## config.mk

```make
export PLATFORM = sky130hd
export DESIGN_NAME = apple2_ram_arbiter
export DESIGN_NICKNAME = d
export VERILOG_FILES = /design/src/rtl/apple2_mem_pkg.sv /design/src/rtl/apple2_slot_timer.sv /design/src/rtl/apple2_ram_arbiter.sv
export SDC_FILE = /design/constraint.sdc
export NUM_CORES = 1
export LEC_CHECK = 0
export BUFFER_PORTS_ARGS = -buffer_cell sky130_fd_sc_hd__buf_2
export CAP_MARGIN = 30
export CELL_PAD_IN_SITES_DETAIL_PLACEMENT = 2
export CELL_PAD_IN_SITES_GLOBAL_PLACEMENT = 2
export CORE_UTILIZATION = 31
export CTS_CLUSTER_SIZE = 20
export DETAILED_ROUTE_END_ITERATION = 10
export GPL_ROUTABILITY_DRIVEN = 0
export PLACE_DENSITY = 0.79
export SYNTH_ARGS = -nofsm -noshare
export SYNTH_HDL_FRONTEND = slang
export SYNTH_HIERARCHICAL = 1
export SYNTH_SLANG_ARGS = --single-unit
```

## constraint.sdc

```tcl
create_clock -name CLK_14M -period 3.7 [get_ports CLK_14M]
set_clock_uncertainty 0.1 [all_clocks]
set_input_delay 0.185 -clock CLK_14M [delete_from_list [all_inputs] [get_ports CLK_14M]]
set_output_delay 0.185 -clock CLK_14M [all_outputs]
set_load 0.02 [all_outputs]
```

## src/rtl/apple2_mem_pkg.sv

```systemverilog
// Shared types for the apple2 RAM arbiter: FSM states, access bundle,
// bank encodings and slot-timer constants.
package apple2_mem_pkg;

  typedef enum logic [1:0] {
    ST_IDLE,
    ST_CORE,
    ST_DMA,
    ST_CLR
  } state_e;

  typedef struct packed {
    logic [17:0] addr;
    logic        aux;
    logic        we;
    logic [7:0]  di;
  } mem_req_t;

  localparam logic BANK_MAIN = 1'b0;
  localparam logic BANK_AUX  = 1'b1;

  localparam int          CNT_W       = 5;
  localparam logic [4:0]  CNT_MAX     = 5'd31;
  localparam logic [4:0]  PERIOD_INIT = 5'd14;

endpackage

```

## src/rtl/apple2_slot_timer.sv

```systemverilog
// PHASE_ZERO edge detector and slot counter; tells the arbiter when a
// non-core access can still finish before the next core slot opens.
module apple2_slot_timer
  import apple2_mem_pkg::*;
#(
  parameter int GUARD = 4
) (
  input  logic clk_i,
  input  logic rst_n_i,
  input  logic phase_i,
  output logic core_edge_o,
  output logic dma_window_o
);

  localparam logic [CNT_W:0] GUARD_W = (CNT_W+1)'(GUARD);

  logic             ph_q;
  logic             seen_q;
  logic [CNT_W-1:0] cnt_q, cnt_d;
  logic [CNT_W-1:0] per_q, per_d;
  logic [CNT_W:0]   need;

  assign core_edge_o = phase_i & ~ph_q;

  always_comb begin
    cnt_d = cnt_q;
    per_d = per_q;
    if (core_edge_o) begin
      cnt_d = '0;
      // First edge after reset ends a partial period, keep the default.
      if (seen_q)
        per_d = (cnt_q == CNT_MAX) ? CNT_MAX : cnt_q + 1'b1;
    end else if (cnt_q != CNT_MAX) begin
      cnt_d = cnt_q + 1'b1;
    end
  end

  assign need         = {1'b0, cnt_q} + GUARD_W;
  assign dma_window_o = need <= {1'b0, per_q};

  always_ff @(posedge clk_i or negedge rst_n_i) begin
    if (!rst_n_i) begin
      ph_q   <= 1'b0;
      seen_q <= 1'b0;
      cnt_q  <= '0;
      per_q  <= PERIOD_INIT;
    end else begin
      ph_q  <= phase_i;
      cnt_q <= cnt_d;
      per_q <= per_d;
      if (core_edge_o)
        seen_q <= 1'b1;
    end
  end

endmodule

```

## src/rtl/apple2_ram_arbiter.sv

```systemverilog
// Shares the external main/aux RAM port between the apple2 core, a host
// DMA port and a cold-start clear sweep; the core keeps fixed slot timing.
module apple2_ram_arbiter
  import apple2_mem_pkg::*;
#(
  parameter int          MEM_LAT   = 2,
  parameter int          GUARD     = 4,
  parameter logic [17:0] CLEAR_TOP = 18'h0BFFF,
  parameter logic [7:0]  FILL      = 8'h00
) (
  input  logic        CLK_14M,
  input  logic        RESET_N,
  input  logic        PHASE_ZERO,
  input  logic [17:0] core_addr,
  input  logic        core_we,
  input  logic [7:0]  core_di,
  input  logic        core_aux,
  output logic [15:0] core_do,
  input  logic        dma_req,
  input  logic        dma_we,
  input  logic [17:0] dma_addr,
  input  logic        dma_aux,
  input  logic [7:0]  dma_di,
  output logic        dma_ack,
  output logic [15:0] dma_do,
  input  logic        clear_start,
  output logic        clear_busy,
  output logic [17:0] mem_addr,
  output logic        mem_we,
  output logic        mem_aux,
  output logic [7:0]  mem_di,
  input  logic [15:0] mem_do
);

  localparam int LW = (MEM_LAT > 1) ? $clog2(MEM_LAT) : 1;
  localparam logic [LW-1:0] LAST = LW'(MEM_LAT - 1);
  localparam logic          ACK_ON_ENTRY = (MEM_LAT == 1);
  localparam logic [18:0]   PTR_END = {CLEAR_TOP, BANK_AUX};

  state_e          state_q, state_d;
  mem_req_t        req_d;
  logic [LW-1:0]   lat_q;
  logic [17:0]     mem_addr_q;
  logic            mem_we_q;
  logic            mem_aux_q;
  logic [7:0]      mem_di_q;
  logic            core_pend_q;
  logic [15:0]     core_do_q;
  logic            dma_ack_q;
  logic            busy_q;
  logic [18:0]     ptr_q;
  logic            core_edge;
  logic            dma_window;
  logic            grant_ok;

  apple2_slot_timer #(
    .GUARD (GUARD)
  ) u_timer (
    .clk_i        (CLK_14M),
    .rst_n_i      (RESET_N),
    .phase_i      (PHASE_ZERO),
    .core_edge_o  (core_edge),
    .dma_window_o (dma_window)
  );

  // A slot opening this very cycle also blocks background grants.
  assign grant_ok = ~core_pend_q & ~core_edge & dma_window;

  always_comb begin
    state_d = ST_IDLE;
    req_d   = '0;
    if (core_pend_q) begin
      state_d = ST_CORE;
      req_d   = '{addr: core_addr, aux: core_aux,
                  we: core_we, di: core_di};
    end else if (busy_q && grant_ok) begin
      state_d = ST_CLR;
      req_d   = '{addr: ptr_q[18:1], aux: ptr_q[0],
                  we: 1'b1, di: FILL};
    end else if (dma_req && !busy_q && grant_ok) begin
      state_d = ST_DMA;
      req_d   = '{addr: dma_addr, aux: dma_aux,
                  we: dma_we, di: dma_di};
    end
  end

  always_ff @(posedge CLK_14M or negedge RESET_N) begin
    if (!RESET_N) begin
      state_q     <= ST_IDLE;
      lat_q       <= '0;
      mem_addr_q  <= '0;
      mem_we_q    <= 1'b0;
      mem_aux_q   <= BANK_MAIN;
      mem_di_q    <= '0;
      core_pend_q <= 1'b0;
      core_do_q   <= '0;
      dma_ack_q   <= 1'b0;
      busy_q      <= 1'b0;
      ptr_q       <= '0;
    end else begin
      dma_ack_q <= 1'b0;
      case (state_q)
        ST_IDLE: begin
          lat_q <= '0;
          if (state_d != ST_IDLE) begin
            state_q    <= state_d;
            mem_addr_q <= req_d.addr;
            mem_aux_q  <= req_d.aux;
            mem_we_q   <= req_d.we;
            mem_di_q   <= req_d.di;
            dma_ack_q  <= (state_d == ST_DMA) && ACK_ON_ENTRY;
            if (state_d == ST_CORE)
              core_pend_q <= 1'b0;
          end
        end
        default: begin
          if (lat_q == LAST) begin
            state_q  <= ST_IDLE;
            mem_we_q <= 1'b0;
            lat_q    <= '0;
            if (state_q == ST_CORE && !mem_we_q)
              core_do_q <= mem_do;
            if (state_q == ST_CLR) begin
              if (ptr_q == PTR_END)
                busy_q <= 1'b0;
              else
                ptr_q <= ptr_q + 19'd1;
            end
          end else begin
            lat_q     <= lat_q + 1'b1;
            dma_ack_q <= (state_q == ST_DMA) &&
                         (lat_q + 1'b1 == LAST);
          end
        end
      endcase
      if (core_edge)
        core_pend_q <= 1'b1;
      if (clear_start) begin
        busy_q <= 1'b1;
        ptr_q  <= '0;
      end
    end
  end

  assign core_do    = core_do_q;
  assign dma_ack    = dma_ack_q;
  assign dma_do     = dma_ack_q ? mem_do : 16'h0000;
  assign clear_busy = busy_q;
  assign mem_addr   = mem_addr_q;
  assign mem_we     = mem_we_q;
  assign mem_aux    = mem_aux_q;
  assign mem_di     = mem_di_q;

endmodule

```

==> results of run 1 <==
==> flip-flops by register name (all words and copies together), names as in the netlist, 2 cells and up <==
| name | count |
|---|---|
| ptr_q | 19 |
| mem_addr | 18 |
| core_do | 16 |
| mem_di | 8 |
| u_timer/cnt_q | 5 |
| u_timer/per_q | 5 |
| state_q | 2 |
==> cell type report <==
cell class                      instances  area (sq um)  area share
Inverter                               31         116.4     0.02044
Sequential cell                        81          2031      0.3568
Clock inverter                          2         60.06     0.01055
Tap cell                              176         220.2     0.03869
Antenna cell                            1         2.502   0.0004397
Clock buffer                           14         264.0     0.04638
Multi-Input combinational cell        250          1981      0.3480
Timing Repair Buffer                  172          1017      0.1787
==> kinds of logic (layout without fill, tap and decap cells) <==
| family | Yosys count | in the layout | synth area share |
|---|---|---|---|
| simple gates | 105 | 105 | 0.1441 |
| other cells | 0 | 1 | 0 |
| mux | 55 | 55 | 0.1415 |
| fa+ha+maj | 10 | 10 | 0.02984 |
| compound gates | 72 | 72 | 0.1328 |
| flops | 81 | 81 | 0.4843 |
| buf+inv | 54 | 219 | 0.05073 |
| xor+xnor | 8 | 8 | 0.01671 |
==> report_power, final <==
| group | internal [W] | total (W) | switching [W] |
|---|---|---|---|
| Clock | 0.000629 | 0.000980 | 0.000351 |
| Sequential | 0.00117 | 0.00138 | 0.000207 |
| Combinational | 0.000802 | 0.00180 | 0.000994 |
==> worst max-delay path by stage <==
stage	endpoint	slack, ns	cells past startpoint
6_report	mem_di[7]	0.33	10
5_1_grt	mem_addr[5]	0.04	10
4_1_cts	mem_addr[2]	0.19	10
3_5_place_dp	mem_addr[2]	0.18	10
3_3_place_gp	mem_addr[1]	0.42	10
2_1_floorplan	mem_di[6]	0.53	11
==> worst max-delay path: stages (launching register included) <==
cell     delay [ns]
dfrtp_1        0.46
ha_1           0.34
ha_1           0.30
a21o_1         0.18
a211o_1        0.28
o32ai_1        0.15
nor3b_1        0.34
o21ai_0        0.25
a21oi_4        0.34
buf_4          0.18
mux2_2         0.34
==> metrics by stage <==
step	total power [W]	cells	cell area [sq um]
after floorplan	0.002463	385	4193
after global placement	0.002997	682	5086
after detailed placement	0.003102	684	5125
after CTS	0.004126	718	5629
after global routing	0.004410	727	5692
final	0.004152	727	5692
==> what timing repair did <==
| action | CTS | global route |
|---|---|---|
| setup buffers | 0 | 8 |
| hold buffers | 18 | 0 |
| endpoints found under the hold margin | 95 | 0 |
| setup endpoints to repair | 0 | 18 |
==> cells in the final DEF, fill, tap and decap left out, types with 3 or more instances in the layout <==
cell and count:
buf_2 137, dfrtp_1 78, inv_1 31, mux2_2 26
mux2i_1 21, a222oi_1 19, dlygate4sd3_1 18, and2_1 16
nor2_1 16, buf_4 15, nand2_1 13, nor2b_1 12
a21oi_1 12, o21ai_0 11, ha_1 10, clkbuf_16 9
a22o_1 8, mux2_1 8, nand4_1 8, nand3_1 6
xor2_1 6, or4_1 5, and3_1 4, or3_1 4
a211oi_1 4, nor3_1 4, nand2b_1 3, clkbuf_1 3
dfstp_2 3
==> per-layer routing <==
| metal | vias to the layer above | share of wire |
|---|---|---|
| met1 | 1890 | 0.40 |
| met4 | 0 | 0.011 |
| met2 | 104 | 0.55 |
| met5 | - | 0 |
| met3 | 14 | 0.042 |
| li1 | 1718 | - |
==> results.toml, run 1 <==
[floorplan]
io_pins = 139
fp.coreArea_sq_um = 13190
die_x_um = 118.3
initial_core_util = 0.3179
die_y_um = 118.3
die_area_sq_um = 13990
row_count = 42

[sta]
maxSlewViolCount = 0
rsz0062_at_grt = "false"
min_period_ns = 3.367
hold_viol = 0
setup_ws_ns = 0.3330
hold_ws_ns = 0.06519
finalSetupViolations = 0
fin_crit_sh = 0.9100
tightestPinTransition_ns = 0.7489
fin_setup_tns_ns = 0
max_clock_freq_mhz = 297.0
slew_headroom = 0.4980

[clock_network]
htreeDepth = 3
root_buffer = "clkbuf_16"
cts_tree = "yes"
cts_resized = 0
clock_latency_ns = 0.35
cts_sinks = 81
clk_pin_slew_worst_paths_ns = 0.06
clock_path_buffers = 2
cts_buffers = 9

[grt]
grt_use_total = 0.1999
grt_antenna_before_repair = 1
grt_first_pass_wirelength_mm = 21.92
busiest_layer = "met2"
met3_usage = 0.04778
grt_max_degree = 64
grt_pass1_vias = 4185
use_met1 = 0.2227
grt_overflow = 0
grt_use_met2 = 0.3776

[synth]
ys.flop_type = "dfrtp_1"
yosysWarnings = 6
syn_area_sq_um = 4193
synth_commonest_cells = "dfrtp_1, inv_1, mux2_2, mux2i_1, a222oi_1"
ys_ff_latch = 81
synth.avg_cell_area_sq_um = 10.89
ys_seq_area_frac = 0.4843
async_flop_share = 1.000
yosysMostFrequentCell = "dfrtp_1"
ys_types = 55
yosysTopAreaCell = "dfrtp_1"
synthTopCellsByArea = "dfrtp_1, mux2_2, mux2i_1"
synth_top_area_share = 0.4655
netlist_instances = 385
syn-num-nets = 472
synth_edf_count = 0

[hold_path]
hold_depth = 3
min_to = "mem_addr[7]"
hp-start = "dma_addr[7]"
min_path_type = "input pin to flop"

[route]
routed_wl_mm = 13.42
first_pass_iters = 7
ant_nets = 0
first_iter_violations = 195
route.detailed.drc = 0
routedWlPerCell_um = 18.46
num_vias = 3726
via_per_inst = 5.125

[placed_design]
port_buffers = 138
place_ws_ns = 0.1841
detailed_place_hpwl_mm = 9.314

[layout]
areaGrowthSynthToFinish_pct = 35.75
drive_gt1_frac = 0.3782
fillers = 1411
utilization = 0.4315
nNetsFinal = 632

[setup_path]
r2r_end = "mem_di[7]"
crit_required_ns = 3.82
start_kind = "flop"
worstRegToRegCells = 10
startpoint = "u_timer/cnt_q[2]"
rr_startpoint = "u_timer/cnt_q[2]"
cp-end-kind = "flop"
cp_max_fo = 10
arrival_ns = 3.49
rrSetupSlack_ns = 0.33
crit_type = "flop to flop"

[power]
p_leak_nw = 2.759
vdd_drop_max_uv = 330.8
p_per_area_nw_per_um2 = 729.4

[run]
maxCapViolations = 0

[outcome]
status = "completed"
No activity file was read; power rests on OpenSTA's default activity.
==> run 2, diff against run 1 <==
Settings changed: CORE_ASPECT_RATIO set to 0.7.
==> run 2 against run 1 <==
  * Worst setup slack better by 0.025 ns
  * Critical endpoint is now mem_addr[6]
  * Fmax up 0.74%
  * Core utilization down 0.42 points
  * Hold slack worse by 0.052 ns
  * Cell area down 1.0%
  * Power down 0.46%
  * Combinational power about the same
  * Largest power group unchanged
  * Sequential power about the same
  * Count of clock-buffer cells in the layout down 4
  * Flip-flop and latch count unchanged
  * Non-clock buffer count down 7
==> results.toml, run 2 (same netlist as run 1, synthesis figures left out) <==
[hold_path]
hold_depth = 2
min_path_type = "input pin to flop"
hp-start = "mem_do[13]"
min_to = "core_do[13]"

[floorplan]
die_y_um = 99.30
fp.coreArea_sq_um = 13180
initial_core_util = 0.3181
die_area_sq_um = 14000
row_count = 35
io_pins = 139
die_x_um = 141

[route]
routedWlPerCell_um = 19.99
route.detailed.drc = 0
first_iter_violations = 141
routed_wl_mm = 14.55
first_pass_iters = 7
via_per_inst = 5.173
ant_nets = 0
num_vias = 3766

[power]
vdd_drop_max_uv = 262.6
p_per_area_nw_per_um2 = 733.6
p_leak_nw = 2.725

[setup_path]
r2r_end = "mem_addr[6]"
crit_path_frequent_cell = "ha_1"
cp_num_buf_inv = 1
rr_startpoint = "u_timer/cnt_q[2]"
cp_max_fo = 10
crit_type = "flop to flop"
slowest_stage = "and3b_1"
worstRegToRegCells = 10
crit_required_ns = 3.86
cp-end-kind = "flop"
start_kind = "flop"
arrival_ns = 3.50
rrSetupSlack_ns = 0.36
crit_chain = "ha_1 > ha_1 > a21o_1 > a211o_1 > o32ai_1 > nor3b_1 > and3b_1 > buf_4 > a222oi_1 > mux2i_1"
cp_slowest_stage_delay_ns = 0.48
cp_top_family = "simple AND/OR/NAND/NOR gates"

[grt]
grt_antenna_before_repair = 0
grt_use_total = 0.2126
grt_pass1_vias = 4058
grt_max_degree = 46
grt_overflow = 0
grt_first_pass_wirelength_mm = 22.48

[layout]
largest_reg_flops = 19
multi_input_area_sq_um = 1981
areaGrowthSynthToFinish_pct = 34.35
final_cell_mix = "buf_2, dfrtp_1, inv_1"
layout_commonest_cell = "buf_2"
antennaDiodeCount = 0
seqCellArea_sq_um = 2031
top_register = "ptr_q"
drive_gt1_frac = 0.3794
fillers = 1383
stdcell_count = 728
nNetsFinal = 625

[sta]
slew_headroom = 0.4557
min_period_ns = 3.342
fin_crit_sh = 0.9033
finalSetupViolations = 0
fin_setup_tns_ns = 0
maxSlewViolCount = 0
hold_viol = 0
tightestPinTransition_ns = 0.8152
hold_ws_ns = 0.01307
rsz0062_at_grt = "false"
max_clock_freq_mhz = 299.2

[placed_design]
dp.cells = 694
port_buffers = 138
detailed_place_hpwl_mm = 10.29

[clock_network]
root_buffer = "clkbuf_16"
cts_tree = "yes"
cts_buffers = 9
clock_path_buffers = 2
clock_latency_ns = 0.34
cts_sinks = 81
cts_resized = 0
htreeDepth = 3
clk_pin_slew_worst_paths_ns = 0.06

[outcome]
status = "completed"

[run]
maxCapViolations = 0
-- run 2: cell types whose count changed in the layout (fill, tap and decap cells not counted) --
cell / delta
dlygate4sd3_1: -3
clkinv_4: +2
clkinv_2: +1
inv_6: +1
buf_6: -1
clkbuf_8: -2
buf_4: -3
diode_2: -1
clkbuf_1: -2
-- run 2: through the flow --
stage               setup WS, ns  total power, W  cell area [sq um]  utilization
global route              0.1063        0.004374               5633       0.4273
CTS                       0.1187        0.004136               5610       0.4256
global placement          0.3891        0.003002               5112       0.3879
floorplan                 0.5293        0.002463               4193            -
finish                    0.3578        0.004132               5633       0.4273
detailed placement        0.1438        0.003135               5140       0.3899
-- run 2: worst register-to-register path, stage by stage (launching register included) --
cell	delay (ns)
dfrtp_1	0.46
ha_1	0.34
ha_1	0.31
a21o_1	0.19
a211o_1	0.29
o32ai_1	0.14
nor3b_1	0.34
and3b_1	0.49
buf_4	0.27
a222oi_1	0.11
mux2i_1	0.21
-- run 2: timing repair --
action,in CTS,in global routing
endpoints found under the setup margin,0,18
setup buffers,0,3
hold endpoints to repair,50,0
hold buffers,15,0
-- run 2: area by class of cell --
type / count / area share
clock buffer: 10 / 0.04065
timing repair buffer: 165 / 0.1693
clock inverter: 6 / 0.01622
multi-input combinational: 250 / 0.3516
tap: 185 / 0.04109
sequential: 81 / 0.3605
inverter: 31 / 0.02066
-- run 2: worst max path at each step --
stage               cells after the start      endpoint        startpoint  slack, ns
floorplan                              11     mem_di[6]  u_timer/cnt_q[2]       0.53
global placement                       10  mem_addr[14]  u_timer/cnt_q[2]       0.39
detailed placement                     10  mem_addr[14]  u_timer/cnt_q[2]       0.14
CTS                                    10  mem_addr[14]  u_timer/cnt_q[2]       0.12
global route                           10   mem_addr[4]  u_timer/cnt_q[2]       0.11
finish                                 10   mem_addr[6]  u_timer/cnt_q[2]       0.36
-- run 2: metal layers --
| layer | track usage | up-vias | part of all wire |
|---|---|---|---|
| li1 | - | 1711 | - |
| met1 | 0.2462 | 1923 | 0.42 |
| met2 | 0.3884 | 126 | 0.51 |
| met3 | 0.06355 | 6 | 0.060 |
| met4 | 0.04599 | 0 | 0.0044 |
| met5 | 0 | - | 0 |
-- run 2: where the power goes --
group	internal (W)	switching (W)	leakage [nW]	total [W]
combinational	0.000761	0.00103	1.54	0.00179
sequential	0.00117	0.000214	1.03	0.00138
clock	0.000595	0.000370	0.157	0.000965
==> run 3, diff against run 2 <==
Settings changed: CORE_ASPECT_RATIO 0.7 to 0.8.
==> run 3 against run 2 <==
  * Register-to-register slack worse by 0.16 ns
  * Largest cell class unchanged
  * Sequential share of layout area rose by 0.33 points
  * Via count decreased by 0.35%
  * Critical path depth is the same
  * Core utilization grew 0.17 points
  * First-iteration DRC count increased by 88%
==> results.toml, run 3 (same netlist as run 1, synthesis figures left out) <==
[power]
p_per_area_nw_per_um2 = 735.5
p_sw_w = 0.001559
clkPwrFrac = 0.239
p_leak_nw = 2.699
intPower_w = 0.002547
seqPwrFrac = 0.335
combPwrFrac = 0.426
switching_share = 0.3797
vdd_drop_max_uv = 281.6

[floorplan]
initial_core_util = 0.3223
die_y_um = 106.0
die_x_um = 132.0
row_count = 37
die_area_sq_um = 14000
fp.coreArea_sq_um = 13010
io_pins = 139

[run]
maxCapViolations = 0

[route]
ant_nets = 0
routedWlPerCell_um = 19.10
first_pass_iters = 8
num_vias = 3753
via_per_inst = 5.278
first_iter_violations = 265
route.detailed.drc = 0
routed_wl_mm = 13.58

[layout]
largest_reg_flops = 19
top_register = "ptr_q"
nNetsFinal = 618
seqCellArea_sq_um = 2031
drive_gt1_frac = 0.3750
antennaDiodeCount = 0
areaGrowthSynthToFinish_pct = 33.12
multi_input_area_sq_um = 1981
layout_commonest_cell = "buf_2"
fillers = 1372
final_cell_mix = "buf_2, dfrtp_1, inv_1"

[clock_network]
htreeDepth = 3
cts_tree = "yes"
cts_buffers = 9
cts_sinks = 81
cts_setup_buffers = 0
root_buffer = "clkbuf_16"
clk_pin_slew_worst_paths_ns = 0.06
clock_path_buffers = 2
clock_latency_ns = 0.34
cts_resized = 0

[sta]
maxSlewViolCount = 0
min_period_ns = 3.501
fin_crit_sh = 0.9462
finalSetupViolations = 0
hold_viol = 0
rsz0062_at_grt = "false"
tightestPinTransition_ns = 0.7640
slew_headroom = 0.4879
fin_setup_tns_ns = 0
max_clock_freq_mhz = 285.6
hold_ws_ns = 0.01769

[grt]
grt_overflow = 0
grt_pass1_vias = 4232
grt_use_total = 0.2052
grt_antenna_before_repair = 0
grt_first_pass_wirelength_mm = 22.47
grt_max_degree = 58

[setup_path]
cp_top_family = "compound AO/OA/AOI/OAI gates"
slowest_stage = "a21oi_4"
cp_slowest_stage_delay_ns = 0.48
crit_chain = "ha_1 > ha_1 > a21o_1 > a211o_1 > o32ai_1 > nor3b_1 > o21ai_0 > a21oi_4 > buf_12 > mux2i_1"
cp_max_fo = 14
crit_required_ns = 3.85
cp-end-kind = "flop"
start_kind = "flop"
crit_path_frequent_cell = "ha_1"
arrival_ns = 3.65
worstRegToRegCells = 10
rr_startpoint = "u_timer/cnt_q[2]"
rrSetupSlack_ns = 0.20
crit_type = "flop to flop"
r2r_end = "mem_aux"
cp_num_buf_inv = 1

[hold_path]
hold_depth = 2
min_to = "core_do[15]"
hp-start = "mem_do[15]"
min_path_type = "input pin to flop"

[placed_design]
detailed_place_hpwl_mm = 9.460
port_buffers = 138

[outcome]
status = "completed"
run 3: changes by cell type in the layout (fill, tap and decap cells not counted), sizes merged:
cell / before / now
buf: 150 / 146
clkbuf: 10 / 13
dlygate4sd3: 15 / 12
clkinv: 3 / 1
inv: 32 / 31
run 3: what timing repair did:
item	CTS	global route
setup endpoints to repair	0	0
hold endpoints to repair	35	0
hold buffers	12	0
run 3: layout make-up:
cell class,count,area share
sequential,81,0.3638
multi-input combinational,250,0.3549
timing repair buffer,158,0.1630
clock buffer,13,0.04663
tap,175,0.03923
inverter,31,0.02085
clock inverter,3,0.01166
run 3: worst max-delay path by stage:
stage	from	slack [ns]	end	depth (start not counted)
final	u_timer/cnt_q[2]	0.20	mem_aux	10
after global routing	u_timer/cnt_q[2]	0.01	mem_addr[14]	10
after floorplan	u_timer/cnt_q[2]	0.53	mem_di[6]	11
after global placement	u_timer/cnt_q[2]	0.45	mem_addr[11]	10
after CTS	u_timer/cnt_q[2]	0.18	mem_aux	10
after detailed placement	u_timer/cnt_q[2]	0.24	mem_aux	10
run 3: per-layer routing:
metal / vias up / part of all wire / GRT usage / wire length [um]
met5: - / 0 / 0 / 0
met4: 0 / 0.017 / 0.06312 / 231
met3: 18 / 0.047 / 0.04292 / 634
met2: 104 / 0.53 / 0.3870 / 7200
met1: 1936 / 0.41 / 0.2312 / 5517
li1: 1695 / - / - / -
run 3: power groups by stage:
stage | clock network (W) | logic (W) | registers (W)
6_report | 0.000979 | 0.00175 | 0.00138
5_1_grt | 0.00104 | 0.00190 | 0.00142
4_1_cts | 0.00101 | 0.00177 | 0.00138
3_3_place_gp | 0 | 0.00165 | 0.00136
2_1_floorplan | 0 | 0.000872 | 0.00159
3_5_place_dp | 0 | 0.00174 | 0.00139
run 3: stage by stage:
step | total power (W) | instances | util | cell area (sq um) | setup slack [ns]
floorplan | 0.002463 | 385 | - | 4193 | 0.5293
global placement | 0.003012 | 681 | 0.3918 | 5097 | 0.4464
detailed placement | 0.003130 | 683 | 0.3948 | 5136 | 0.2388
CTS | 0.004158 | 711 | 0.4291 | 5582 | 0.1845
global route | 0.004348 | 711 | 0.4291 | 5582 | 0.01207
finish | 0.004105 | 711 | 0.4291 | 5582 | 0.1989
